### src/rtl/id_ex_forward_stage_if.sv
`default_nettype none
// ============================================================================
// Module      : id_ex_forward_stage_if
// Description : Bundle of ID-side, hazard-unit, producer and ALU-side signals
//               around the ID/EX stage. The stage uses the slave modport; the
//               surrounding pipeline (or a testbench) uses the master modport.
// Revision    : 1.0  initial release
// ============================================================================
interface id_ex_forward_stage_if #(
  parameter int SIZE  = 9,
  parameter int RADDR = 4
);
  // ID stage
  logic             id_valid;
  logic [2:0]       id_ctl;
  logic [RADDR:0]   id_rs_addr;
  logic [RADDR:0]   id_rt_addr;
  logic [SIZE:0]    id_rs_data;
  logic [SIZE:0]    id_rt_data;
  logic [SIZE:0]    id_imm;
  logic             id_use_imm;
  logic [RADDR:0]   id_rd_addr;
  logic             id_reg_write;
  // hazard unit
  logic             stall;
  logic             flush;
  // producers further down the pipe
  logic             exmem_reg_write;
  logic [RADDR:0]   exmem_rd_addr;
  logic [SIZE:0]    exmem_result;
  logic             memwb_reg_write;
  logic [RADDR:0]   memwb_rd_addr;
  logic [SIZE:0]    memwb_result;
  // towards the ALU and EX/MEM register
  logic [2:0]       ctl;
  logic [SIZE:0]    in1;
  logic [SIZE:0]    in2;
  logic             ex_valid;
  logic [RADDR:0]   ex_rd_addr;
  logic             ex_reg_write;
  logic [1:0]       fwd_a;
  logic [1:0]       fwd_b;

  modport master (
    output id_valid, id_ctl, id_rs_addr, id_rt_addr, id_rs_data, id_rt_data,
           id_imm, id_use_imm, id_rd_addr, id_reg_write, stall, flush,
           exmem_reg_write, exmem_rd_addr, exmem_result,
           memwb_reg_write, memwb_rd_addr, memwb_result,
    input  ctl, in1, in2, ex_valid, ex_rd_addr, ex_reg_write, fwd_a, fwd_b
  );

  modport slave (
    input  id_valid, id_ctl, id_rs_addr, id_rt_addr, id_rs_data, id_rt_data,
           id_imm, id_use_imm, id_rd_addr, id_reg_write, stall, flush,
           exmem_reg_write, exmem_rd_addr, exmem_result,
           memwb_reg_write, memwb_rd_addr, memwb_result,
    output ctl, in1, in2, ex_valid, ex_rd_addr, ex_reg_write, fwd_a, fwd_b
  );
endinterface
`default_nettype wire

### src/rtl/id_ex_forward_stage.sv
`default_nettype none
// ============================================================================
// Module      : id_ex_forward_stage
// Description : ID/EX pipeline register with EX-stage operand forwarding.
//               Registers the decoded instruction, resolves rs/rt against the
//               EX/MEM and MEM/WB producers and drives the ALU operands.
// Revision    : 1.0  initial release
// ============================================================================
module id_ex_forward_stage #(
  parameter int SIZE  = 9,
  parameter int RADDR = 4
) (
  input  logic                  clk,
  input  logic                  reset,
  id_ex_forward_stage_if.slave  ex_bus
);

  logic             valid_q,     valid_d;
  logic [2:0]       ctl_q,       ctl_d;
  logic [RADDR:0]   rs_addr_q,   rs_addr_d;
  logic [RADDR:0]   rt_addr_q,   rt_addr_d;
  logic [SIZE:0]    rs_data_q,   rs_data_d;
  logic [SIZE:0]    rt_data_q,   rt_data_d;
  logic [SIZE:0]    imm_q,       imm_d;
  logic             use_imm_q,   use_imm_d;
  logic [RADDR:0]   rd_addr_q,   rd_addr_d;
  logic             reg_write_q, reg_write_d;

  logic             ex_hit_a, mw_hit_a, ex_hit_b, mw_hit_b;
  logic             wt_rs, wt_rt;
  logic [SIZE:0]    a_val, b_val;
  logic [1:0]       fwd_a, fwd_b;

  // Producer matches against the registered sources; r0 is hard-wired zero
  // and a bubble never consumes anything, so neither may match.
  assign ex_hit_a = valid_q && ex_bus.exmem_reg_write &&
                    (ex_bus.exmem_rd_addr != '0) && (ex_bus.exmem_rd_addr == rs_addr_q);
  assign mw_hit_a = valid_q && ex_bus.memwb_reg_write &&
                    (ex_bus.memwb_rd_addr != '0) && (ex_bus.memwb_rd_addr == rs_addr_q);
  assign ex_hit_b = valid_q && ex_bus.exmem_reg_write &&
                    (ex_bus.exmem_rd_addr != '0) && (ex_bus.exmem_rd_addr == rt_addr_q);
  assign mw_hit_b = valid_q && ex_bus.memwb_reg_write &&
                    (ex_bus.memwb_rd_addr != '0) && (ex_bus.memwb_rd_addr == rt_addr_q);

  // The register file is written by MEM/WB in the same cycle ID reads it, so
  // a retiring producer is written straight into the captured operand.
  assign wt_rs = ex_bus.memwb_reg_write && (ex_bus.memwb_rd_addr != '0) &&
                 (ex_bus.memwb_rd_addr == ex_bus.id_rs_addr);
  assign wt_rt = ex_bus.memwb_reg_write && (ex_bus.memwb_rd_addr != '0) &&
                 (ex_bus.memwb_rd_addr == ex_bus.id_rt_addr);

  // Operand resolution: EX/MEM is the newest producer and wins over MEM/WB.
  always_comb begin
    fwd_a = 2'b00;
    a_val = rs_data_q;
    if (ex_hit_a) begin
      fwd_a = 2'b10;
      a_val = ex_bus.exmem_result;
    end else if (mw_hit_a) begin
      fwd_a = 2'b01;
      a_val = ex_bus.memwb_result;
    end
    fwd_b = 2'b00;
    b_val = rt_data_q;
    if (ex_hit_b) begin
      fwd_b = 2'b10;
      b_val = ex_bus.exmem_result;
    end else if (mw_hit_b) begin
      fwd_b = 2'b01;
      b_val = ex_bus.memwb_result;
    end
  end

  // Next-state selection: flush beats stall beats capture.
  always_comb begin
    valid_d     = valid_q;
    ctl_d       = ctl_q;
    rs_addr_d   = rs_addr_q;
    rt_addr_d   = rt_addr_q;
    rs_data_d   = rs_data_q;
    rt_data_d   = rt_data_q;
    imm_d       = imm_q;
    use_imm_d   = use_imm_q;
    rd_addr_d   = rd_addr_q;
    reg_write_d = reg_write_q;
    if (ex_bus.flush) begin
      valid_d     = 1'b0;
      reg_write_d = 1'b0;
      ctl_d       = '0;
      rs_data_d   = '0;
      rt_data_d   = '0;
      imm_d       = '0;
    end else if (ex_bus.stall) begin
      // Keep the resolved operands so a producer retiring mid-stall survives.
      rs_data_d = a_val;
      rt_data_d = b_val;
    end else begin
      valid_d     = ex_bus.id_valid;
      ctl_d       = ex_bus.id_ctl;
      rs_addr_d   = ex_bus.id_rs_addr;
      rt_addr_d   = ex_bus.id_rt_addr;
      rs_data_d   = wt_rs ? ex_bus.memwb_result : ex_bus.id_rs_data;
      rt_data_d   = wt_rt ? ex_bus.memwb_result : ex_bus.id_rt_data;
      imm_d       = ex_bus.id_imm;
      use_imm_d   = ex_bus.id_use_imm;
      rd_addr_d   = ex_bus.id_rd_addr;
      reg_write_d = ex_bus.id_reg_write;
    end
  end

  // Pipeline register; reset overrides everything else.
  always_ff @(posedge clk) begin
    if (reset) begin
      valid_q     <= 1'b0;
      ctl_q       <= '0;
      rs_addr_q   <= '0;
      rt_addr_q   <= '0;
      rs_data_q   <= '0;
      rt_data_q   <= '0;
      imm_q       <= '0;
      use_imm_q   <= 1'b0;
      rd_addr_q   <= '0;
      reg_write_q <= 1'b0;
    end else begin
      valid_q     <= valid_d;
      ctl_q       <= ctl_d;
      rs_addr_q   <= rs_addr_d;
      rt_addr_q   <= rt_addr_d;
      rs_data_q   <= rs_data_d;
      rt_data_q   <= rt_data_d;
      imm_q       <= imm_d;
      use_imm_q   <= use_imm_d;
      rd_addr_q   <= rd_addr_d;
      reg_write_q <= reg_write_d;
    end
  end

  // A bubble presents an all-zero instruction to the ALU.
  assign ex_bus.ex_valid     = valid_q;
  assign ex_bus.ex_reg_write = valid_q & reg_write_q;
  assign ex_bus.ex_rd_addr   = rd_addr_q;
  assign ex_bus.ctl          = valid_q ? ctl_q : 3'b000;
  assign ex_bus.in1          = valid_q ? a_val : '0;
  assign ex_bus.in2          = !valid_q ? '0 : (use_imm_q ? imm_q : b_val);
  assign ex_bus.fwd_a        = fwd_a;
  assign ex_bus.fwd_b        = fwd_b;

endmodule
`default_nettype wire

### src/flat_wrapper.sv
// flat-port wrapper written by rule: the top's interface ports become plain ports
module id_ex_forward_stage_flat 
#(
  parameter int SIZE  = 9,
  parameter int RADDR = 4
)
  (clk, reset, ex_bus_id_valid, ex_bus_id_ctl, ex_bus_id_rs_addr, ex_bus_id_rt_addr, ex_bus_id_rs_data, ex_bus_id_rt_data, ex_bus_id_imm, ex_bus_id_use_imm, ex_bus_id_rd_addr, ex_bus_id_reg_write, ex_bus_stall, ex_bus_flush, ex_bus_exmem_reg_write, ex_bus_exmem_rd_addr, ex_bus_exmem_result, ex_bus_memwb_reg_write, ex_bus_memwb_rd_addr, ex_bus_memwb_result, ex_bus_ctl, ex_bus_in1, ex_bus_in2, ex_bus_ex_valid, ex_bus_ex_rd_addr, ex_bus_ex_reg_write, ex_bus_fwd_a, ex_bus_fwd_b);
  id_ex_forward_stage_if #(.SIZE(SIZE), .RADDR(RADDR)) ex_bus_i ();
  input  logic clk;
  input  logic reset;
  input wire logic [$bits(ex_bus_i.id_valid)-1:0] ex_bus_id_valid;
  input wire logic [$bits(ex_bus_i.id_ctl)-1:0] ex_bus_id_ctl;
  input wire logic [$bits(ex_bus_i.id_rs_addr)-1:0] ex_bus_id_rs_addr;
  input wire logic [$bits(ex_bus_i.id_rt_addr)-1:0] ex_bus_id_rt_addr;
  input wire logic [$bits(ex_bus_i.id_rs_data)-1:0] ex_bus_id_rs_data;
  input wire logic [$bits(ex_bus_i.id_rt_data)-1:0] ex_bus_id_rt_data;
  input wire logic [$bits(ex_bus_i.id_imm)-1:0] ex_bus_id_imm;
  input wire logic [$bits(ex_bus_i.id_use_imm)-1:0] ex_bus_id_use_imm;
  input wire logic [$bits(ex_bus_i.id_rd_addr)-1:0] ex_bus_id_rd_addr;
  input wire logic [$bits(ex_bus_i.id_reg_write)-1:0] ex_bus_id_reg_write;
  input wire logic [$bits(ex_bus_i.stall)-1:0] ex_bus_stall;
  input wire logic [$bits(ex_bus_i.flush)-1:0] ex_bus_flush;
  input wire logic [$bits(ex_bus_i.exmem_reg_write)-1:0] ex_bus_exmem_reg_write;
  input wire logic [$bits(ex_bus_i.exmem_rd_addr)-1:0] ex_bus_exmem_rd_addr;
  input wire logic [$bits(ex_bus_i.exmem_result)-1:0] ex_bus_exmem_result;
  input wire logic [$bits(ex_bus_i.memwb_reg_write)-1:0] ex_bus_memwb_reg_write;
  input wire logic [$bits(ex_bus_i.memwb_rd_addr)-1:0] ex_bus_memwb_rd_addr;
  input wire logic [$bits(ex_bus_i.memwb_result)-1:0] ex_bus_memwb_result;
  output wire logic [$bits(ex_bus_i.ctl)-1:0] ex_bus_ctl;
  output wire logic [$bits(ex_bus_i.in1)-1:0] ex_bus_in1;
  output wire logic [$bits(ex_bus_i.in2)-1:0] ex_bus_in2;
  output wire logic [$bits(ex_bus_i.ex_valid)-1:0] ex_bus_ex_valid;
  output wire logic [$bits(ex_bus_i.ex_rd_addr)-1:0] ex_bus_ex_rd_addr;
  output wire logic [$bits(ex_bus_i.ex_reg_write)-1:0] ex_bus_ex_reg_write;
  output wire logic [$bits(ex_bus_i.fwd_a)-1:0] ex_bus_fwd_a;
  output wire logic [$bits(ex_bus_i.fwd_b)-1:0] ex_bus_fwd_b;
  assign ex_bus_i.id_valid = ex_bus_id_valid;
  assign ex_bus_i.id_ctl = ex_bus_id_ctl;
  assign ex_bus_i.id_rs_addr = ex_bus_id_rs_addr;
  assign ex_bus_i.id_rt_addr = ex_bus_id_rt_addr;
  assign ex_bus_i.id_rs_data = ex_bus_id_rs_data;
  assign ex_bus_i.id_rt_data = ex_bus_id_rt_data;
  assign ex_bus_i.id_imm = ex_bus_id_imm;
  assign ex_bus_i.id_use_imm = ex_bus_id_use_imm;
  assign ex_bus_i.id_rd_addr = ex_bus_id_rd_addr;
  assign ex_bus_i.id_reg_write = ex_bus_id_reg_write;
  assign ex_bus_i.stall = ex_bus_stall;
  assign ex_bus_i.flush = ex_bus_flush;
  assign ex_bus_i.exmem_reg_write = ex_bus_exmem_reg_write;
  assign ex_bus_i.exmem_rd_addr = ex_bus_exmem_rd_addr;
  assign ex_bus_i.exmem_result = ex_bus_exmem_result;
  assign ex_bus_i.memwb_reg_write = ex_bus_memwb_reg_write;
  assign ex_bus_i.memwb_rd_addr = ex_bus_memwb_rd_addr;
  assign ex_bus_i.memwb_result = ex_bus_memwb_result;
  assign ex_bus_ctl = ex_bus_i.ctl;
  assign ex_bus_in1 = ex_bus_i.in1;
  assign ex_bus_in2 = ex_bus_i.in2;
  assign ex_bus_ex_valid = ex_bus_i.ex_valid;
  assign ex_bus_ex_rd_addr = ex_bus_i.ex_rd_addr;
  assign ex_bus_ex_reg_write = ex_bus_i.ex_reg_write;
  assign ex_bus_fwd_a = ex_bus_i.fwd_a;
  assign ex_bus_fwd_b = ex_bus_i.fwd_b;
  id_ex_forward_stage #(.SIZE(SIZE), .RADDR(RADDR)) u_core (.clk(clk), .reset(reset), .ex_bus(ex_bus_i));
endmodule
### config.mk
export PLATFORM = sky130hd
export DESIGN_NAME = id_ex_forward_stage_flat
export DESIGN_NICKNAME = d
export VERILOG_FILES = /design/src/rtl/id_ex_forward_stage_if.sv /design/src/rtl/id_ex_forward_stage.sv /design/src/flat_wrapper.sv
export SDC_FILE = /design/constraint.sdc
export NUM_CORES = 1
export LEC_CHECK = 0
export CORE_MARGIN = 2
export CORE_UTILIZATION = 30
export CTS_BUF_LIST = sky130_fd_sc_hd__clkbuf_4 sky130_fd_sc_hd__clkbuf_8
export CTS_CLUSTER_SIZE = 12
export DETAILED_ROUTE_END_ITERATION = 8
export PLACE_DENSITY = 0.61
export SLEW_MARGIN = 20
export SYNTH_ARGS = -nofsm -noshare
export SYNTH_HDL_FRONTEND = slang
export SYNTH_SLANG_ARGS = --single-unit
### constraint.sdc
create_clock -name clk -period 3.8 [get_ports clk]
set_input_delay 1.14 -clock clk [delete_from_list [all_inputs] [get_ports clk]]
set_output_delay 1.14 -clock clk [all_outputs]
set_load 0.02 [all_outputs]
==> report_table.html, run 1 <==
<table>
<tr><th>Metric</th><th>Value</th></tr>
<tr><th colspan="2">Outcome</th></tr>
<tr><td>Result of the run</td><td>complete, but fails checks</td></tr>
<tr><td>Failing checks</td><td>setup timing</td></tr>
<tr><th colspan="2">Synthesis</th></tr>
<tr><td>Post-synth EDFFs</td><td>0</td></tr>
<tr><td>Synthesized cell area</td><td>3550 um^2</td></tr>
<tr><td>Average cell area after synthesis</td><td>8.031 um^2</td></tr>
<tr><td>Total number of yosys warnings</td><td>0</td></tr>
<tr><td>Library cells used by synthesis</td><td>42</td></tr>
<tr><td>Ys async rst share</td><td>0%</td></tr>
<tr><td>Share of synthesized area occupied by flip-flops and latches</td><td>28.76%</td></tr>
<tr><td>Flip-flop and latch count after synthesis</td><td>51</td></tr>
<tr><td>Synthesized Nets</td><td>529</td></tr>
<tr><td>Syn Inst Count</td><td>442</td></tr>
<tr><td>Leading register cell type out of synthesis</td><td>sky130_fd_sc_hd__dfxtp_1</td></tr>
<tr><th colspan="2">Finish</th></tr>
<tr><td>Layout-stage area growth over the synthesis result</td><td>72.72%</td></tr>
<tr><td>Highest-count cells in the layout ignoring fill and taps</td><td>sky130_fd_sc_hd__clkdlybuf4s50_1 (85), sky130_fd_sc_hd__buf_4 (71), sky130_fd_sc_hd__nor2_1 (58), sky130_fd_sc_hd__dfxtp_1 (51), sky130_fd_sc_hd__nand2_1 (32)</td></tr>
<tr><td>Number of fill cells</td><td>1052</td></tr>
<tr><td>Final antenna diode count</td><td>0</td></tr>
<tr><td>Post-layout utilization of the core</td><td>53.46%</td></tr>
<tr><td>Final Instance Area</td><td>6131 um^2</td></tr>
<tr><td>Leading cell type in the layout, fill and taps excluded</td><td>sky130_fd_sc_hd__clkdlybuf4s50_1</td></tr>
<tr><td>Final net count</td><td>701</td></tr>
<tr><td>Layout cells sized above 1</td><td>35.61%</td></tr>
<tr><th colspan="2">Global route</th></tr>
<tr><td>First-pass GRT wire length</td><td>21070 um</td></tr>
<tr><td>Global route total overflow</td><td>0</td></tr>
<tr><td>Number of antenna violations at the first check in global routing</td><td>0</td></tr>
<tr><td>Maximum number of pins on one net before global-route repair</td><td>41</td></tr>
<tr><td>Number of global-route vias before repair</td><td>4147</td></tr>
<tr><td>Overall fraction of global-route tracks in use</td><td>20.59%</td></tr>
<tr><th colspan="2">Critical path</th></tr>
<tr><td>Crit-path max FO</td><td>5</td></tr>
<tr><td>Worst endpoint required time</td><td>2.66 ns</td></tr>
<tr><td>CP Launch Point</td><td>ex_bus_memwb_rd_addr[0]</td></tr>
<tr><td>Worst path arrival time</td><td>2.88 ns</td></tr>
<tr><td>Critical R2R Capture</td><td>u_core.rt_data_q[3]</td></tr>
<tr><td>Setup slack of the most critical reg-to-reg path</td><td>1.68 ns</td></tr>
<tr><td>Worst Path Class, Setup</td><td>input port to output port</td></tr>
<tr><td>Logic depth of the worst register-to-register path</td><td>10</td></tr>
<tr><td>Critical path capture point</td><td>ex_bus_in1[5]</td></tr>
<tr><td>Type of element capturing the critical path</td><td>output port</td></tr>
<tr><td>Reg2reg start</td><td>u_core.rt_addr_q[1]</td></tr>
<tr><td>Critical path launch point type</td><td>input port</td></tr>
<tr><th colspan="2">STA</th></tr>
<tr><td>Part of the cycle the worst path needs</td><td>105.8%</td></tr>
<tr><td>Worst slew margin relative to its limit</td><td>34.92%</td></tr>
<tr><td>Upper clock frequency limit</td><td>0.2487 GHz</td></tr>
<tr><td>Unrepaired setup endpoints after global routing</td><td>yes</td></tr>
<tr><td>Worst-margin pin slew</td><td>0.9726 ns</td></tr>
<tr><td>Total count of hold-check failures in the final report</td><td>0</td></tr>
<tr><td>Worst-case setup margin in the final layout</td><td>-0.2203 ns</td></tr>
<tr><td>Number of pins exceeding their max-slew limit in the final report</td><td>0</td></tr>
<tr><td>Worst clock skew on the final layout</td><td>0.008192 ns</td></tr>
<tr><td>Final-report setup violation count</td><td>20</td></tr>
<tr><td>Crit path time final</td><td>4.020 ns</td></tr>
<tr><th colspan="2">Route</th></tr>
<tr><td>Starting DRC count in detailed routing</td><td>169</td></tr>
<tr><td>Vias per inst</td><td>5.269</td></tr>
<tr><td>Count of unresolved DRC violations after routing</td><td>0</td></tr>
<tr><td>Final ANT Viol Nets</td><td>0</td></tr>
<tr><td>Wire per inst</td><td>17.67 um</td></tr>
<tr><td>Routed vias</td><td>3994</td></tr>
<tr><td>Overall routed net length</td><td>13390 um</td></tr>
<tr><td>Number of iterations in the first detailed-routing pass</td><td>4</td></tr>
<tr><th colspan="2">Placed design</th></tr>
<tr><td>Placement Setup Slack</td><td>-1.127 ns</td></tr>
<tr><td>Final weighted congestion in routability-driven placement</td><td>0.8993</td></tr>
<tr><td>Detailed placement HPWL</td><td>10130 um</td></tr>
<tr><td>Post-placement cell area</td><td>5700 um^2</td></tr>
<tr><td>IO Port Bufs</td><td>120</td></tr>
<tr><th colspan="2">Floorplan</th></tr>
<tr><td>Std cell rows</td><td>39</td></tr>
<tr><td>Initial core utilization</td><td>30.95%</td></tr>
<tr><td>DIE AREA</td><td>12720 um^2</td></tr>
<tr><td>Die Span Y</td><td>112.8 um</td></tr>
<tr><td>Horizontal extent of the die</td><td>112.8 um</td></tr>
<tr><td>I/O pin cnt</td><td>121</td></tr>
<tr><td>Area inside the core boundary</td><td>11470 um^2</td></tr>
<tr><th colspan="2">Power and ir drop</th></tr>
<tr><td>Total power per unit cell area</td><td>217.0 nW/um^2</td></tr>
<tr><td>VDD IR max</td><td>0.1872 mV</td></tr>
<tr><td>Cell leakage power</td><td>2.341 nW</td></tr>
<tr><td>Total design power</td><td>1.330 mW</td></tr>
<tr><th colspan="2">Clocking</th></tr>
<tr><td>Clock root buffer</td><td>sky130_fd_sc_hd__clkbuf_8</td></tr>
<tr><td>Insertion delay to the later sink of the worst-skew pair</td><td>0.32 ns</td></tr>
<tr><td>Worst-path clk slew</td><td>0.10 ns</td></tr>
<tr><td>Clk buf depth</td><td>2</td></tr>
<tr><td>TritonCTS clock tree</td><td>done</td></tr>
<tr><td>CTS Buf Count</td><td>5</td></tr>
<tr><td>Clock sink count</td><td>51</td></tr>
<tr><td>Number of H-tree levels</td><td>2</td></tr>
<tr><td>Number of buffers inserted for hold repair after clock tree synthesis</td><td>0</td></tr>
<tr><th colspan="2">Run</th></tr>
<tr><td>Maxcap violations</td><td>0</td></tr>
<tr><th colspan="2">Hold path</th></tr>
<tr><td>Type of the tightest min-delay check</td><td>flop to flop</td></tr>
</table>
-- logic make-up after synthesis --
logic type | share of synthesized area, %
and+or+nand+nor | 24.50
AOI/OAI and AO/OA | 21.75
buffers and inverters | 7.014
DFF | 28.76
muxes | 10.57
xor gates and xnor gates | 7.402
-- area by class of cell --
type	instances	area [um^2]	share of cell area, %
inverter	14	52.55	0.8571
tap	143	178.9	2.918
clock inverter	3	25.02	0.4082
timing repair buffer	209	2017	32.90
sequential	51	1021	16.65
multi-input combinational	333	2768	45.14
clock buffer	5	68.82	1.122
-- report_power, final --
part,internal (mW),total [mW],switching [mW]
Combinational,0.216,0.419,0.203
Sequential,0.557,0.571,0.0145
Clock,0.132,0.340,0.208
Total,0.905,1.33,0.425
-- sequential cells by signal, indices dropped and copies added, names as in the netlist --
register                  count
u_core.rs_addr_q              5
u_core.imm_q                 10
u_core.use_imm_q              1
u_core.ex_bus.ex_valid        1
u_core.rt_addr_q              5
u_core.rt_data_q             10
u_core.reg_write_q            1
u_core.rs_data_q             10
u_core.ex_bus.ex_rd_addr      5
u_core.ctl_q                  3
-- Yosys cell counts (2+ instances only) --
library cell | number | area [um^2]
sky130_fd_sc_hd__a2111oi_2 | 9 | 135.1
sky130_fd_sc_hd__a211oi_1 | 20 | 150.1
sky130_fd_sc_hd__a21oi_1 | 16 | 80.08
sky130_fd_sc_hd__a31o_1 | 5 | 43.79
sky130_fd_sc_hd__a31o_2 | 5 | 43.79
sky130_fd_sc_hd__a31oi_2 | 9 | 112.6
sky130_fd_sc_hd__and2_1 | 6 | 37.54
sky130_fd_sc_hd__and4b_1 | 10 | 100.1
sky130_fd_sc_hd__buf_1 | 3 | 11.26
sky130_fd_sc_hd__buf_2 | 7 | 35.03
sky130_fd_sc_hd__buf_4 | 3 | 22.52
sky130_fd_sc_hd__clkbuf_1 | 31 | 116.4
sky130_fd_sc_hd__dfxtp_1 | 51 | 1021
sky130_fd_sc_hd__inv_1 | 13 | 48.80
sky130_fd_sc_hd__mux2_1 | 9 | 101.4
sky130_fd_sc_hd__mux2_2 | 11 | 123.9
sky130_fd_sc_hd__mux2i_1 | 15 | 150.1
sky130_fd_sc_hd__nand2_1 | 33 | 123.9
sky130_fd_sc_hd__nand3_1 | 16 | 80.08
sky130_fd_sc_hd__nand4_1 | 10 | 62.56
sky130_fd_sc_hd__nor2_1 | 69 | 259.0
sky130_fd_sc_hd__nor3_1 | 14 | 70.07
sky130_fd_sc_hd__nor4_1 | 10 | 62.56
sky130_fd_sc_hd__o31ai_1 | 20 | 150.1
sky130_fd_sc_hd__or2_2 | 2 | 12.51
sky130_fd_sc_hd__xnor2_1 | 11 | 96.34
sky130_fd_sc_hd__xor2_1 | 19 | 166.4
-- worst min-delay path by stage --
stage / start / endpoint / slack, ns / cells after the start
after floorplan: u_core.use_imm_q / u_core.use_imm_q / 0.44 / 2
after global placement: u_core.ex_bus.ex_rd_addr[3] / u_core.ex_bus.ex_rd_addr[3] / 0.44 / 2
after detailed placement: u_core.ex_bus.ex_rd_addr[2] / u_core.ex_bus.ex_rd_addr[2] / 0.45 / 2
after CTS: u_core.ex_bus.ex_rd_addr[2] / u_core.ex_bus.ex_rd_addr[2] / 0.47 / 2
after global routing: u_core.ex_bus.ex_rd_addr[1] / u_core.ex_bus.ex_rd_addr[1] / 0.48 / 2
final: u_core.ex_bus.ex_rd_addr[2] / u_core.ex_bus.ex_rd_addr[2] / 0.47 / 2
-- per-layer routing --
metal | vias up | global-route usage [%] | routed length [um]
met5 | - | 0 | 0
met4 | 0 | 4.878 | 188
met3 | 15 | 4.981 | 977
met2 | 136 | 36.37 | 6574
met1 | 1907 | 25.29 | 5651
li1 | 1936 | - | -
-- worst max-delay path: stages --
cell and delay (ns):
sky130_fd_sc_hd__buf_6 0.09, sky130_fd_sc_hd__or4_4 0.56, sky130_fd_sc_hd__buf_6 0.14, sky130_fd_sc_hd__o211ai_4 0.20, sky130_fd_sc_hd__buf_6 0.18, sky130_fd_sc_hd__o31ai_4 0.07, sky130_fd_sc_hd__a31o_2 0.27, sky130_fd_sc_hd__nor2_2 0.09
sky130_fd_sc_hd__buf_6 0.13
-- what timing repair did --
action                                  CTS  global route
setup buffers                             8             3
resized for setup                       198             9
pin swaps                                40            21
cloned                                    3             2
endpoints found under the setup margin   24            22
-- per-stage QoR --
stage                     TNS (ns)  instances  hold slack (ns)
after detailed placement    -23.95        734           0.4506
after floorplan             -1.638        442           0.4430
after global placement      -23.22        734           0.4420
final                       -3.537        758           0.4684
after CTS                   -4.050        753           0.4683
after global routing        -4.414        758           0.4816
Power figures use the tool's default switching activity.
==> inputs of run 2 (changes only) <==
--- a/config.mk
+++ b/config.mk
@@ -13,3 +13,3 @@
 export PLACE_DENSITY = 0.61
-export SLEW_MARGIN = 20
+export SLEW_MARGIN = 5
 export SYNTH_ARGS = -nofsm -noshare
==> constraint.sdc (replaced) <==
create_clock -name clk -period 3.8 [get_ports clk]
set_input_delay 0.76 -clock clk [delete_from_list [all_inputs] [get_ports clk]]
set_output_delay 0.76 -clock clk [all_outputs]
set_load 0.02 [all_outputs]
==> run 2 against run 1 <==
  * The flow now finishes without violations
  * Via count is 6.3% lower
  * Flip-flop and latch count unchanged
  * Largest power group unchanged
  * Clock-buffer cell count did not move
  * Fmax rose by 7.9%
  * First-iteration DRC count rose by 32%
==> report_table.html, run 2 (synthesis results as in run 1) <==
<table>
<tr><th>Metric</th><th>Value</th></tr>
<tr><th colspan="2">Outcome</th></tr>
<tr><td>Result of the run</td><td>complete, no violations</td></tr>
<tr><th colspan="2">Critical path</th></tr>
<tr><td>Worst path arrival time</td><td>2.96 ns (+0.08 ns)</td></tr>
<tr><td>Setup slack of the most critical reg-to-reg path</td><td>1.79 ns (+0.11 ns)</td></tr>
<tr><td>Worst Path Class, Setup</td><td>input port to output port</td></tr>
<tr><td>Type of element capturing the critical path</td><td>output port</td></tr>
<tr><td>Worst endpoint required time</td><td>3.04 ns (+0.38 ns)</td></tr>
<tr><td>Biggest cell delay along the critical path</td><td>0.55 ns (about the same)</td></tr>
<tr><td>Crit-path max FO</td><td>14 (+9)</td></tr>
<tr><td>Cells along the critical path</td><td>clkdlybuf4s50_1 &gt; or4_4 &gt; o211a_1 &gt; buf_12 &gt; and3_4 &gt; a211oi_2 &gt; o31ai_1 &gt; clkdlybuf4s15_2</td></tr>
<tr><td>Critical path launch point type</td><td>input port</td></tr>
<tr><td>Critical R2R Capture</td><td>u_core.rt_data_q[2]</td></tr>
<tr><td>CP Launch Point</td><td>ex_bus_memwb_rd_addr[1]</td></tr>
<tr><td>Logic depth of the worst register-to-register path</td><td>7 (-3)</td></tr>
<tr><td>Worst-path cell with the longest stage delay</td><td>sky130_fd_sc_hd__or4_4</td></tr>
<tr><td>Reg2reg start</td><td>u_core.rt_addr_q[0]</td></tr>
<tr><th colspan="2">Finish</th></tr>
<tr><td>Final net count</td><td>658 (-6.1%)</td></tr>
<tr><td>Final antenna diode count</td><td>0 (unchanged)</td></tr>
<tr><td>Leading cell type in the layout, fill and taps excluded</td><td>sky130_fd_sc_hd__clkdlybuf4s50_1</td></tr>
<tr><td>Layout-stage area growth over the synthesis result</td><td>45.86%</td></tr>
<tr><td>Layout cells sized above 1</td><td>21.50% (-14 points)</td></tr>
<tr><td>Layout Cells excl Fill</td><td>715 (-5.7%)</td></tr>
<tr><td>Largest registers ranked by flip-flop count</td><td>u_core.imm_q (10), u_core.rs_data_q (10), u_core.rt_data_q (10)</td></tr>
<tr><td>Highest-count cells in the layout ignoring fill and taps</td><td>sky130_fd_sc_hd__clkdlybuf4s50_1 (97), sky130_fd_sc_hd__nor2_1 (69), sky130_fd_sc_hd__dfxtp_1 (51), sky130_fd_sc_hd__buf_4 (44), sky130_fd_sc_hd__nand2_1 (33)</td></tr>
<tr><td>Final Instance Area</td><td>5177 um^2 (-16%)</td></tr>
<tr><th colspan="2">Placed design</th></tr>
<tr><td>IO Port Bufs</td><td>120 (unchanged)</td></tr>
<tr><td># placed instances</td><td>704 (-4.1%)</td></tr>
<tr><td>Placement Setup Slack</td><td>-0.3159 ns (+0.8106 ns)</td></tr>
<tr><td>Final weighted congestion in routability-driven placement</td><td>0.8788 (-2.3%)</td></tr>
<tr><td>Detailed placement HPWL</td><td>9621 um (-5.0%)</td></tr>
<tr><td>Post-placement cell area</td><td>5084 um^2 (-11%)</td></tr>
<tr><th colspan="2">Floorplan</th></tr>
<tr><td>Die Span Y</td><td>112.8 um (unchanged)</td></tr>
<tr><td>Horizontal extent of the die</td><td>112.8 um (unchanged)</td></tr>
<tr><td>DIE AREA</td><td>12720 um^2 (unchanged)</td></tr>
<tr><td>Area inside the core boundary</td><td>11470 um^2 (unchanged)</td></tr>
<tr><td>Std cell rows</td><td>39 (unchanged)</td></tr>
<tr><td>Initial core utilization</td><td>30.95% (unchanged)</td></tr>
<tr><td>I/O pin cnt</td><td>121 (unchanged)</td></tr>
<tr><th colspan="2">Hold path</th></tr>
<tr><td>Type of the tightest min-delay check</td><td>flop to flop</td></tr>
<tr><td>Source of the worst hold timing path</td><td>u_core.ex_bus.ex_rd_addr[3]</td></tr>
<tr><td>Worst hold path endpoint</td><td>u_core.ex_bus.ex_rd_addr[3]</td></tr>
<tr><td>Hold Path Stages</td><td>2 (unchanged)</td></tr>
<tr><th colspan="2">STA</th></tr>
<tr><td>Total count of hold-check failures in the final report</td><td>0 (unchanged)</td></tr>
<tr><td>Worst-margin pin slew</td><td>0.9740 ns (+0.001408 ns)</td></tr>
<tr><td>Part of the cycle the worst path needs</td><td>98.01% (-7.8 points)</td></tr>
<tr><td>Worst slew margin relative to its limit</td><td>34.83% (-0.094 points)</td></tr>
<tr><td>Worst clock skew on the final layout</td><td>0.01055 ns (+0.002359 ns)</td></tr>
<tr><td>Worst-case setup margin in the final layout</td><td>0.07558 ns (+0.2959 ns)</td></tr>
<tr><td>Total negative setup slack</td><td>0 ns (+3.537 ns)</td></tr>
<tr><td>Unrepaired setup endpoints after global routing</td><td>no</td></tr>
<tr><td>Number of pins exceeding their max-slew limit in the final report</td><td>0 (unchanged)</td></tr>
<tr><td>Crit path time final</td><td>3.724 ns (-0.2959 ns)</td></tr>
<tr><td>Upper clock frequency limit</td><td>0.2685 GHz (+7.9%)</td></tr>
<tr><td>Final-report setup violation count</td><td>0 (-100%)</td></tr>
<tr><th colspan="2">Clocking</th></tr>
<tr><td>Number of H-tree levels</td><td>2 (unchanged)</td></tr>
<tr><td>TritonCTS clock tree</td><td>done</td></tr>
<tr><td>Clock root buffer</td><td>sky130_fd_sc_hd__clkbuf_8</td></tr>
<tr><td>Number of buffers inserted for hold repair after clock tree synthesis</td><td>0 (unchanged)</td></tr>
<tr><td>Worst-path clk slew</td><td>0.11 ns (about the same)</td></tr>
<tr><td>Clk buf depth</td><td>2 (unchanged)</td></tr>
<tr><td>Insertion delay to the later sink of the worst-skew pair</td><td>0.31 ns (about the same)</td></tr>
<tr><td>Clock sink count</td><td>51 (unchanged)</td></tr>
<tr><td>CTS Buf Count</td><td>5 (unchanged)</td></tr>
<tr><th colspan="2">Global route</th></tr>
<tr><td>Most utilized layer in the global route result</td><td>met2</td></tr>
<tr><td>Met2 layer usage reported by global route</td><td>33.33% (-3.0 points)</td></tr>
<tr><td>Global route total overflow</td><td>0 (unchanged)</td></tr>
<tr><td>GRT met1 Usage</td><td>24.40% (-0.89 points)</td></tr>
<tr><td>First-pass GRT wire length</td><td>19610 um (-6.9%)</td></tr>
<tr><td>GR met3 Demand/Resource</td><td>4.339% (-0.64 points)</td></tr>
<tr><td>Overall fraction of global-route tracks in use</td><td>19.03% (-1.6 points)</td></tr>
<tr><td>Number of global-route vias before repair</td><td>3838 (-7.5%)</td></tr>
<tr><td>Maximum number of pins on one net before global-route repair</td><td>41 (unchanged)</td></tr>
<tr><td>Number of antenna violations at the first check in global routing</td><td>0 (unchanged)</td></tr>
<tr><th colspan="2">Route</th></tr>
<tr><td>Overall routed net length</td><td>12250 um (-8.5%)</td></tr>
<tr><td>Count of unresolved DRC violations after routing</td><td>0 (unchanged)</td></tr>
<tr><td>Number of iterations in the first detailed-routing pass</td><td>4 (unchanged)</td></tr>
<tr><td>Final ANT Viol Nets</td><td>0 (unchanged)</td></tr>
<tr><td>Routed vias</td><td>3742 (-6.3%)</td></tr>
<tr><td>Wire per inst</td><td>17.13 um (-3.0%)</td></tr>
<tr><td>Starting DRC count in detailed routing</td><td>223 (+32%)</td></tr>
<tr><td>Vias per inst</td><td>5.234 (-0.67%)</td></tr>
<tr><th colspan="2">Power and ir drop</th></tr>
<tr><td>VDD IR max</td><td>0.1583 mV (-15%)</td></tr>
<tr><td>Total design power</td><td>1.261 mW (-5.2%)</td></tr>
<tr><td>Total power per unit cell area</td><td>243.5 nW/um^2 (+12%)</td></tr>
<tr><td>Cell leakage power</td><td>1.991 nW (-15%)</td></tr>
<tr><th colspan="2">Run</th></tr>
<tr><td>Maxcap violations</td><td>0 (unchanged)</td></tr>
</table>
run 2: cell types whose count changed in the layout (fill, tap and decap cells not counted), sizes merged, moves of 2 or more:
cell / delta
clkdlybuf4s50: +12
clkbuf: +5
clkinv: -2
clkdlybuf4s15: +3
buf: -63
inv: +2
run 2: power by group:
group	total (mW)	leakage (nW)	switching, mW	internal (mW)
Clock	0.351	0.0495	0.213	0.138
Combinational	0.339	1.52	0.162	0.177
Sequential	0.571	0.417	0.0144	0.557
Total	1.26	1.99	0.389	0.872
run 2: per-stage QoR:
step	utilization (%)	hold slack, ns
4_1_cts	45.16	0.4722
5_1_grt	45.15	0.4954
6_report	45.15	0.4711
3_3_place_gp	44.33	0.4422
3_5_place_dp	44.33	0.4514
2_1_floorplan	-	0.4430
run 2: how the worst max path moves through the flow:
stage | cells after the start | to | slack, ns
floorplan | 7 | ex_bus_in2[8] | 0.32
global placement | 8 | ex_bus_in2[0] | -0.29
detailed placement | 8 | ex_bus_in2[0] | -0.32
CTS | 8 | ex_bus_in2[2] | -0.0009
global route | 9 | ex_bus_in1[7] | 0.01
finish | 8 | ex_bus_in2[7] | 0.08
run 2: worst max-delay path: cells and delay by family:
kind            cells  cell delay, ns
buf+inv             3            0.85
simple gates        2            0.76
compound gates      3            0.58
run 2: area by class of cell:
class | instances | area, um^2
Fill cell | 1158 | 6290
Multi-Input combinational cell | 332 | 2326
Timing Repair Buffer | 167 | 1500
Sequential cell | 51 | 1021
Tap cell | 143 | 178.9
Clock buffer | 5 | 68.82
Inverter | 14 | 56.30
Clock inverter | 3 | 26.28
run 2: metal layers:
layer,vias to the layer above,wire (um)
met5,-,0
met4,0,125
met3,10,705
met2,113,5938
met1,1758,5480
li1,1861,-
run 2: timing repair:
| item | in CTS | in global routing |
|---|---|---|
| pin swaps | 0 | 2 |
| endpoints found under the setup margin | 22 | 20 |
| setup buffers | 0 | 3 |
| resized for setup | 49 | 34 |
==> inputs of run 3 (changes only) <==
CORE_MARGIN = 5   (was 2)
==> run 3 against run 2 <==
  * Sequential share of layout area increased by 0.19 points
  * Critical endpoint unchanged
  * Cell area fell by 0.94%
  * Combinational power hardly changed
  * Via count fell by 1.1%
  * Setup slack better by 0.0065 ns
  * Clock skew fell by 0.0044 ns
  * Sequential power hardly changed
  * Wire length rose by 0.41%
  * Fmax up 0.17%
  * First-iteration DRC count fell by 29%
  * Register-to-register slack better by 0.03 ns
  * Flip-flop and latch count is the same
==> report_table.html, run 3 (synthesis results as in run 1) <==
<table>
<tr><th>Metric</th><th>Value</th></tr>
<tr><th colspan="2">Placed design</th></tr>
<tr><td>Placement Setup Slack</td><td>-0.3502 ns (-0.03425 ns)</td></tr>
<tr><td>IO Port Bufs</td><td>120 (unchanged)</td></tr>
<tr><td># placed instances</td><td>704 (unchanged)</td></tr>
<tr><td>Detailed placement HPWL</td><td>9930 um (+3.2%)</td></tr>
<tr><td>Final weighted congestion in routability-driven placement</td><td>0.9536 (+8.5%)</td></tr>
<tr><th colspan="2">Global route</th></tr>
<tr><td>Overall fraction of global-route tracks in use</td><td>16.86% (-2.2 points)</td></tr>
<tr><td>Global route total overflow</td><td>0 (unchanged)</td></tr>
<tr><td>First-pass GRT wire length</td><td>19410 um (-1.0%)</td></tr>
<tr><td>Number of global-route vias before repair</td><td>3750 (-2.3%)</td></tr>
<tr><td>Maximum number of pins on one net before global-route repair</td><td>36 (-12%)</td></tr>
<tr><td>Number of antenna violations at the first check in global routing</td><td>0 (unchanged)</td></tr>
<tr><td>Most utilized layer in the global route result</td><td>met2</td></tr>
<tr><td>Met2 layer usage reported by global route</td><td>28.85% (-4.5 points)</td></tr>
<tr><td>GRT met1 Usage</td><td>21.24% (-3.2 points)</td></tr>
<tr><td>GR met3 Demand/Resource</td><td>4.680% (+0.34 points)</td></tr>
<tr><th colspan="2">Finish</th></tr>
<tr><td>Post-layout utilization of the core</td><td>44.54% (-0.61 points)</td></tr>
<tr><td>Number of fill cells</td><td>1166 (+0.69%)</td></tr>
<tr><td>Sequential Area</td><td>1021 um^2 (unchanged)</td></tr>
<tr><td>Layout-stage area growth over the synthesis result</td><td>44.48%</td></tr>
<tr><td>Highest-count cells in the layout ignoring fill and taps</td><td>sky130_fd_sc_hd__clkdlybuf4s50_1 (97), sky130_fd_sc_hd__nor2_1 (69), sky130_fd_sc_hd__dfxtp_1 (51), sky130_fd_sc_hd__buf_4 (38), sky130_fd_sc_hd__nand2_1 (33)</td></tr>
<tr><td>Leading cell type in the layout, fill and taps excluded</td><td>sky130_fd_sc_hd__clkdlybuf4s50_1</td></tr>
<tr><td>Layout cells sized above 1</td><td>20.42% (-1.1 points)</td></tr>
<tr><td>Largest registers ranked by flip-flop count</td><td>u_core.imm_q (10), u_core.rs_data_q (10), u_core.rt_data_q (10)</td></tr>
<tr><td>Layout Cells excl Fill</td><td>711 (-0.56%)</td></tr>
<tr><td>Combined area of the multi-input logic cells</td><td>2295 um^2 (-1.3%)</td></tr>
<tr><td>Final net count</td><td>655 (-0.46%)</td></tr>
<tr><td>Final antenna diode count</td><td>0 (unchanged)</td></tr>
<tr><th colspan="2">Clocking</th></tr>
<tr><td>Clock root buffer</td><td>sky130_fd_sc_hd__clkbuf_8</td></tr>
<tr><td>Clk buf depth</td><td>2 (unchanged)</td></tr>
<tr><td>Clock sink count</td><td>51 (unchanged)</td></tr>
<tr><td>Insertion delay to the later sink of the worst-skew pair</td><td>0.32 ns (about the same)</td></tr>
<tr><td>Worst-path clk slew</td><td>0.09 ns (-0.02 ns)</td></tr>
<tr><td>CTS Buf Count</td><td>5 (unchanged)</td></tr>
<tr><td>Number of H-tree levels</td><td>2 (unchanged)</td></tr>
<tr><td>Number of buffers inserted to repair setup after CTS</td><td>0 (unchanged)</td></tr>
<tr><td>TritonCTS clock tree</td><td>done</td></tr>
<tr><th colspan="2">STA</th></tr>
<tr><td>Worst clock skew on the final layout</td><td>0.006180 ns (-0.004371 ns)</td></tr>
<tr><td>Total negative setup slack</td><td>0 ns (unchanged)</td></tr>
<tr><td>Upper clock frequency limit</td><td>0.2690 GHz (+0.17%)</td></tr>
<tr><td>Final-report setup violation count</td><td>0 (unchanged)</td></tr>
<tr><td>Worst-case setup margin in the final layout</td><td>0.08208 ns (+0.006502 ns)</td></tr>
<tr><td>Number of pins exceeding their max-slew limit in the final report</td><td>0 (unchanged)</td></tr>
<tr><td>Crit path time final</td><td>3.718 ns (-0.006502 ns)</td></tr>
<tr><td>Unrepaired setup endpoints after global routing</td><td>no</td></tr>
<tr><td>Worst slew margin relative to its limit</td><td>32.64% (-2.2 points)</td></tr>
<tr><td>Part of the cycle the worst path needs</td><td>97.84% (-0.17 points)</td></tr>
<tr><td>Worst-margin pin slew</td><td>1.007 ns (+0.03270 ns)</td></tr>
<tr><td>Total count of hold-check failures in the final report</td><td>0 (unchanged)</td></tr>
<tr><th colspan="2">Route</th></tr>
<tr><td>Overall routed net length</td><td>12300 um (+0.41%)</td></tr>
<tr><td>Wire per inst</td><td>17.30 um (+0.97%)</td></tr>
<tr><td>Number of iterations in the first detailed-routing pass</td><td>4 (unchanged)</td></tr>
<tr><td>Vias per inst</td><td>5.205 (-0.54%)</td></tr>
<tr><td>Count of unresolved DRC violations after routing</td><td>0 (unchanged)</td></tr>
<tr><td>Starting DRC count in detailed routing</td><td>158 (-29%)</td></tr>
<tr><td>Final ANT Viol Nets</td><td>0 (unchanged)</td></tr>
<tr><td>Routed vias</td><td>3701 (-1.1%)</td></tr>
<tr><th colspan="2">Floorplan</th></tr>
<tr><td>Die Span Y</td><td>118.8 um (+5.3%)</td></tr>
<tr><td>Horizontal extent of the die</td><td>118.8 um (+5.3%)</td></tr>
<tr><td>I/O pin cnt</td><td>121 (unchanged)</td></tr>
<tr><td>Area inside the core boundary</td><td>11520 um^2 (+0.43%)</td></tr>
<tr><td>Initial core utilization</td><td>30.82% (-0.13 points)</td></tr>
<tr><td>DIE AREA</td><td>14110 um^2 (+11%)</td></tr>
<tr><td>Std cell rows</td><td>39 (unchanged)</td></tr>
<tr><th colspan="2">Power and ir drop</th></tr>
<tr><td>Cell leakage power</td><td>1.995 nW (+0.18%)</td></tr>
<tr><td>VDD IR max</td><td>0.1430 mV (-9.6%)</td></tr>
<tr><td>Total power per unit cell area</td><td>239.9 nW/um^2 (-1.5%)</td></tr>
<tr><th colspan="2">Critical path</th></tr>
<tr><td>Worst Path Class, Setup</td><td>input port to output port</td></tr>
<tr><td>Critical path launch point type</td><td>input port</td></tr>
<tr><td>Type of element capturing the critical path</td><td>output port</td></tr>
<tr><td>Worst path arrival time</td><td>2.96 ns (about the same)</td></tr>
<tr><td>Worst endpoint required time</td><td>3.04 ns (about the same)</td></tr>
<tr><td>Crit-path max FO</td><td>14 (unchanged)</td></tr>
<tr><th colspan="2">Outcome</th></tr>
<tr><td>Result of the run</td><td>complete, no violations</td></tr>
<tr><th colspan="2">Hold path</th></tr>
<tr><td>Type of the tightest min-delay check</td><td>flop to flop</td></tr>
<tr><th colspan="2">Run</th></tr>
<tr><td>Maxcap violations</td><td>0 (unchanged)</td></tr>
</table>
run 3: report_power, final:
| group | leakage [nW] | internal [mW] | total (mW) | switching [mW] |
|---|---|---|---|---|
| Combinational | 1.53 | 0.179 | 0.342 | 0.162 |
| Sequential | 0.417 | 0.556 | 0.570 | 0.0137 |
| Clock | 0.0440 | 0.127 | 0.318 | 0.192 |
| Total | 1.99 | 0.862 | 1.23 | 0.368 |
run 3: worst paths after layout:
| path | cells after the start | start | slack, ns | endpoint |
|---|---|---|---|---|
| setup reg to reg | 7 | u_core.rt_addr_q[0] | 1.82 | u_core.rt_data_q[5] |
| hold / removal | 2 | u_core.ex_bus.ex_rd_addr[0] | 0.46 | u_core.ex_bus.ex_rd_addr[0] |
| setup / recovery | 8 | ex_bus_memwb_rd_addr[1] | 0.08 | ex_bus_in2[7] |
| hold reg to reg | 2 | u_core.ex_bus.ex_rd_addr[0] | 0.46 | u_core.ex_bus.ex_rd_addr[0] |
run 3: timing repair:
item	4_1_cts	5_1_grt
setup endpoints to repair	22	20
pin swaps	0	1
gates cloned	0	0
gates resized for setup	47	37
hold buffers	0	0
run 3: critical path, stage by stage:
cell and delay, ns:
sky130_fd_sc_hd__clkdlybuf4s50_1 0.42, sky130_fd_sc_hd__or4_4 0.55, sky130_fd_sc_hd__o211a_1 0.27, sky130_fd_sc_hd__buf_12 0.15
sky130_fd_sc_hd__and3_4 0.21, sky130_fd_sc_hd__a211oi_1 0.28, sky130_fd_sc_hd__o31ai_1 0.13, sky130_fd_sc_hd__buf_2 0.19
run 3: layout make-up:
class,instances,area share [%]
repair buffers,164,29.23
clock buffers,5,1.342
flip-flops and latches,51,19.91
well taps,143,3.489
clock inverters,2,0.2684
multi-input cells,332,44.74
inverters,14,1.025
run 3: per-layer routing:
layer	wire, um	vias up
met4	138	0
met3	886	13
met2	5927	104
met5	0	-
met1	5346	1740
li1	-	1844
run 3: per-stage QoR:
| stage | hold WS, ns | total power [mW] | area (um^2) |
|---|---|---|---|
| after floorplan | 0.4430 | 0.7410 | 3550 |
| after global placement | 0.4411 | 0.9178 | 5134 |
| after detailed placement | 0.4492 | 0.9245 | 5134 |
| after CTS | 0.4600 | 1.233 | 5200 |
| after global routing | 0.4880 | 1.286 | 5129 |
| final | 0.4579 | 1.230 | 5129 |
==> patch 1, RTL diff (settings of run 1) <==
`rs_addr_q`, `rt_addr_q`, `rs_data_q`, `rt_data_q`, `imm_q` and `rd_addr_q` no longer have a reset.
--- a/src/rtl/id_ex_forward_stage.sv
+++ b/src/rtl/id_ex_forward_stage.sv
@@ -113,26 +113,23 @@
     if (reset) begin
       valid_q     <= 1'b0;
       ctl_q       <= '0;
-      rs_addr_q   <= '0;
-      rt_addr_q   <= '0;
-      rs_data_q   <= '0;
-      rt_data_q   <= '0;
-      imm_q       <= '0;
       use_imm_q   <= 1'b0;
-      rd_addr_q   <= '0;
       reg_write_q <= 1'b0;
     end else begin
       valid_q     <= valid_d;
       ctl_q       <= ctl_d;
-      rs_addr_q   <= rs_addr_d;
-      rt_addr_q   <= rt_addr_d;
-      rs_data_q   <= rs_data_d;
-      rt_data_q   <= rt_data_d;
-      imm_q       <= imm_d;
       use_imm_q   <= use_imm_d;
-      rd_addr_q   <= rd_addr_d;
       reg_write_q <= reg_write_d;
     end
+  end
+
+  always_ff @(posedge clk) begin
+    rs_addr_q <= rs_addr_d;
+    rt_addr_q <= rt_addr_d;
+    rs_data_q <= rs_data_d;
+    rt_data_q <= rt_data_d;
+    imm_q     <= imm_d;
+    rd_addr_q <= rd_addr_d;
   end
 
   // A bubble presents an all-zero instruction to the ALU.
Formal check against the unedited RTL: not equivalent (a bounded check fails within 4 cycles, from zero or initial values and one cycle with reset high).
==> patch 1 against run 1 <==
  * The run still ends with negative setup slack left
  * Area after synthesis down 5.0%
  * Sequential share of layout area up 3.3 points
  * Die area down 4.8%
  * Worst setup slack worse by 0.16 ns
  * Via count down 11%
  * Final area down 4.2%
  * Power up 8.6%
  * Routed wire length down 3.9%
  * Core utilization up 0.48 points
  * Sequential cell count unchanged
==> patch 1: results (changes against run 1) <==
layout.nets: 632  # -9.8%
grtUsageTotal_pct: 21.12  # +0.54 points
clkbuf_count: 6  # +1
n_all_buffers: 198  # -5.3%
ir_worst_vdd_uv: 152.6  # -19%
tns_ns: -5.958  # -2.421 ns
syn_inst: 375  # -15%
fillCellCount: 952  # -9.5%
worstMarginPinSlew_ns: 0.8551  # -0.1174 ns
fin_skew_ns: 0.01087  # +0.002674 ns
cts-root-buf: "clkbuf_8"
n_sequential_cell: 51  # unchanged
met1_length_mm: 5.758  # +1.9%
seq_share_pct: 19.94  # +3.3 points
synth_nets: 462  # -13%
powerComb_uw: 418  # about the same
synth_cell_types: 36  # -14%
place_ws_ns: -1.105  # +0.02194 ns
switching_share_pct: 29.30  # -2.7 points
met3_length_um: 718  # -27%
yosys.area_share.xor_xnor_pct: 7.789  # +0.39 points
r2r-start: "u_core.rt_addr_q[3]"
synth-compound-area-share_pct: 18.92  # -2.8 points
status: "complete, but fails checks"
combPwrFrac_pct: 28.9  # -2.6 points
drive_above_1_share_pct: 39.19  # +3.6 points
drt-initial-drc-count: 255  # +51%
synthMuxAreaShare_pct: 15.10  # +4.5 points
power_frac_clock_pct: 28.5  # +2.9 points
violations: "negative setup slack"
synthTopCellsByArea: "dfxtp_1 21%, edfxtp_1 13%, mux2i_1 7.4%"
gp_congestion: 0.9023  # +0.33%
clkCellAreaFrac_pct: 1.917  # +0.39 points
dp.cells: 655  # -11%
multiInputCombCellCount: 277  # -17%
r2r_cells: 8  # -2
critPathMaxFanout: 6  # +1
vias: 3558  # -11%
holdWs_ns: 0.5180  # +0.04956 ns
use_met2_pct: 33.52  # -2.8 points
synth_common_cells: "55 x nor2_1, 36 x dfxtp_1, 27 x clkbuf_1"
hp-start: "u_core.imm_q[0]"
grt_pass1_wl_mm: 19.35  # -8.1%
setup_viol_count_final: 22  # +10%
p_leak_nw: 2.219  # -5.2%
use_met1_pct: 28.99  # +3.7 points
grt.met3_usage_pct: 3.880  # -1.1 points
ff2ff_setup_slack_ns: 1.42  # -0.26 ns
setup_ws_ns: -0.3781  # -0.1578 ns
n_all_inverters: 12  # -2
buf_share_pct: 32.06  # -0.84 points
rr_endpoint: "u_core.rt_data_q[4]"
seq_area_um2: 1171  # +15%
via_per_inst: 5.187  # -1.6%
synth_edf_count: 15  # +15
seq_area_frac_synth_pct: 34.72  # +6.0 points
grt_pass1_vias: 3562  # -14%
hpwlAfterDp_mm: 9.081  # -10%
dr.pass1.iters: 6  # +2
routed_wirelength_mm: 12.87  # -3.9%
[patch 1: critical path, stage by stage]
cell and delay (ns):
buf_6 0.09, or4_4 0.54, o211a_4 0.28, buf_6 0.14, buf_12 0.14, a31oi_2 0.22
a211oi_2 0.09, o31ai_2 0.20, buf_4 0.18
[patch 1: worst max path at each step]
stage,slack (ns),depth (start not counted),to,startpoint
5_1_grt,-0.38,9,ex_bus_in2[3],ex_bus_exmem_rd_addr[2]
2_1_floorplan,-0.15,7,ex_bus_in2[1],ex_bus_memwb_rd_addr[0]
3_3_place_gp,-1.09,8,ex_bus_in1[6],ex_bus_memwb_rd_addr[3]
4_1_cts,-0.36,9,ex_bus_in2[1],ex_bus_memwb_rd_addr[2]
3_5_place_dp,-1.10,8,ex_bus_in2[7],ex_bus_memwb_rd_addr[0]
6_report,-0.38,9,ex_bus_in2[4],ex_bus_memwb_rd_addr[2]
==> patch 2, RTL diff (flow settings as in run 1) <==
Made on the original files. `RADDR` is set to 4 in 3 places; all go to 8.
--- a/src/rtl/id_ex_forward_stage_if.sv
+++ b/src/rtl/id_ex_forward_stage_if.sv
@@ -8,7 +8,7 @@
 // ============================================================================
 interface id_ex_forward_stage_if #(
   parameter int SIZE  = 9,
-  parameter int RADDR = 4
+  parameter int RADDR = 8
 );
   // ID stage
   logic             id_valid;
--- a/src/rtl/id_ex_forward_stage.sv
+++ b/src/rtl/id_ex_forward_stage.sv
@@ -8,7 +8,7 @@
 // ============================================================================
 module id_ex_forward_stage #(
   parameter int SIZE  = 9,
-  parameter int RADDR = 4
+  parameter int RADDR = 8
 ) (
   input  logic                  clk,
   input  logic                  reset,
--- a/src/flat_wrapper.sv
+++ b/src/flat_wrapper.sv
@@ -2,7 +2,7 @@
 module id_ex_forward_stage_flat 
 #(
   parameter int SIZE  = 9,
-  parameter int RADDR = 4
+  parameter int RADDR = 8
 )
   (clk, reset, ex_bus_id_valid, ex_bus_id_ctl, ex_bus_id_rs_addr, ex_bus_id_rt_addr, ex_bus_id_rs_data, ex_bus_id_rt_data, ex_bus_id_imm, ex_bus_id_use_imm, ex_bus_id_rd_addr, ex_bus_id_reg_write, ex_bus_stall, ex_bus_flush, ex_bus_exmem_reg_write, ex_bus_exmem_rd_addr, ex_bus_exmem_result, ex_bus_memwb_reg_write, ex_bus_memwb_rd_addr, ex_bus_memwb_result, ex_bus_ctl, ex_bus_in1, ex_bus_in2, ex_bus_ex_valid, ex_bus_ex_rd_addr, ex_bus_ex_reg_write, ex_bus_fwd_a, ex_bus_fwd_b);
   id_ex_forward_stage_if #(.SIZE(SIZE), .RADDR(RADDR)) ex_bus_i ();
Ports: changed (6 resized); port bits go from 121 to 145. No check against the original RTL was run, so the function may have changed too.
==> patch 2 against run 1 <==
  * The run still ends with negative setup slack left
  * Routed wire length up 16%
  * Sequential power increased by 24%
  * Via count increased by 5.9%
  * Sequential cell count is 12 higher
  * Area after synthesis up 12%
  * Power rose by 33%
  * Non-clock buffer count rose by 10
  * Worst setup slack worse by 0.045 ns
  * Highest routed layer unchanged
  * Final area up 10%
  * Global-route usage rose by 0.86 points
==> patch 2: results (changes against run 1) <==
slowest_stage: "nor4_4"
multiInputCombCellCount: 374  # +12%
grt_pass1_vias: 4269  # +2.9%
drt-initial-drc-count: 212  # +25%
fin_skew_ns: 0.006239  # -0.001953 ns
buf_share_pct: 32.54  # -0.36 points
synth_cell_types: 35  # -17%
p_leak_nw: 2.738  # +17%
drive_above_1_share_pct: 28.85  # -6.8 points
grt_pass1_wl_mm: 23.41  # +11%
synth-async-reset-ratio_pct: 0  # unchanged
grt_max_degree: 30  # -27%
tns_ns: -4.033  # -0.4966 ns
setup_viol_count_final: 20  # unchanged
multi_input_area_share_pct: 42.17  # -3.0 points
clkCellAreaFrac_pct: 3.205  # +1.7 points
ys_seq_elements: 63  # +24%
critPathMaxFanout: 7  # +2
cp_slowest_stage_delay_ns: 0.31  # -0.25 ns
gp_congestion: 0.9421  # +4.8%
cp_top_family: "buffers and inverters"
startpoint: "ex_bus_memwb_rd_addr[7]"
cts-root-buf: "clkbuf_8"
synthTopCellsByArea: "dfxtp_1 32%, mux2i_1 11%, xor2_1 7.3%"
violations: "negative setup slack"
grtUsageTotal_pct: 21.45  # +0.86 points
ir_worst_vdd_uv: 169.4  # -9.5%
antenna-diode-count: 0  # unchanged
synth_common_cells: "63 x dfxtp_1, 59 x nand2_1, 45 x mux2i_1"
layout.nets: 778  # +11%
setup_ws_ns: -0.2650  # -0.04465 ns
synth_nets: 592  # +12%
cts-htree-levels: 3  # +1
place_ws_ns: -1.137  # -0.01010 ns
fillCellCount: 1222  # +16%
vias: 4231  # +5.9%
r2r-start: "u_core.ex_bus.ex_valid"
cts_buffers: 9  # +4
status: "complete, but fails checks"
io_buffers: 144  # +20%
clk-insertion-delay-late_ns: 0.37  # +0.05 ns
cts_resized: 244  # +23%
routed_wirelength_mm: 15.47  # +16%
postCtsSetupBuffers: 11  # +3
clkbuf_count: 10  # +5
seq_area_frac_synth_pct: 31.85  # +3.1 points
met3_length_um: 914  # -6.4%
n_all_inverters: 4  # -10
seq_share_pct: 18.68  # +2.0 points
met1_length_mm: 6.778  # +20%
n_all_buffers: 219  # +4.8%
critPathArrivalTime_ns: 2.92  # +0.04 ns
wl_met2_mm: 7.430  # +13%
hpwlAfterDp_mm: 11.15  # +10%
clk_path_buf_depth: 2  # unchanged
worstMarginPinSlew_ns: 0.7751  # -0.1975 ns
clkTransAtPathRegs_ns: 0.07  # -0.03 ns
==> patch 2: cell types whose count changed in the layout (fill, tap and decap cells not counted), sizes merged, moves of 20 or more <==
cell / change
mux2: -20
mux2i: +30
o21ai: +39
nor2: -36
a21oi: +22
nand2: +26
==> patch 2: metrics by stage <==
stage / total power [mW] / area, um^2 / hold slack, ns / instances
after detailed placement: 1.075 / 5928 / 0.4494 / 805
after CTS: 1.756 / 6480 / 0.4601 / 836
final: 1.767 / 6753 / 0.4560 / 848
after global placement: 1.073 / 5928 / 0.4434 / 805
after floorplan: 0.8694 / 4048 / 0.4430 / 485
after global routing: 1.830 / 6753 / 0.4859 / 848
==> patch 2: final timing paths <==
| kind | to | slack [ns] | cells past startpoint |
|---|---|---|---|
| worst max-delay path | ex_bus_in2[4] | -0.26 | 11 |
| worst min-delay path | u_core.ex_bus.ex_rd_addr[2] | 0.46 | 2 |
| worst max register to register | u_core.rt_data_q[6] | 1.44 | 11 |
| worst min register to register | u_core.ex_bus.ex_rd_addr[2] | 0.46 | 2 |
==> patch 2: metal layers <==
metal,global-route usage (%),vias to the layer above
li1,-,2057
met1,26.92,1977
met2,35.96,173
met3,4.693,24
met4,7.961,0
met5,0,-
==> patch 2: logic make-up (layout without fill, tap and decap cells) <==
logic type | after synthesis | after routing | synth area share (%)
AO/OA/AOI/OAI | 121 | 121 | 20.41
XOR/XNOR | 54 | 54 | 11.94
multiplexers | 45 | 45 | 11.37
buffers and inverters | 48 | 239 | 6.003
AND/OR/NAND/NOR | 154 | 154 | 18.42
flip-flops | 63 | 63 | 31.85
==> patch 2: power by group <==
group          switching [mW]  total (mW)  internal, mW
Combinational           0.179       0.387         0.208
Clock                   0.297       0.671         0.374
Sequential             0.0230       0.709         0.686
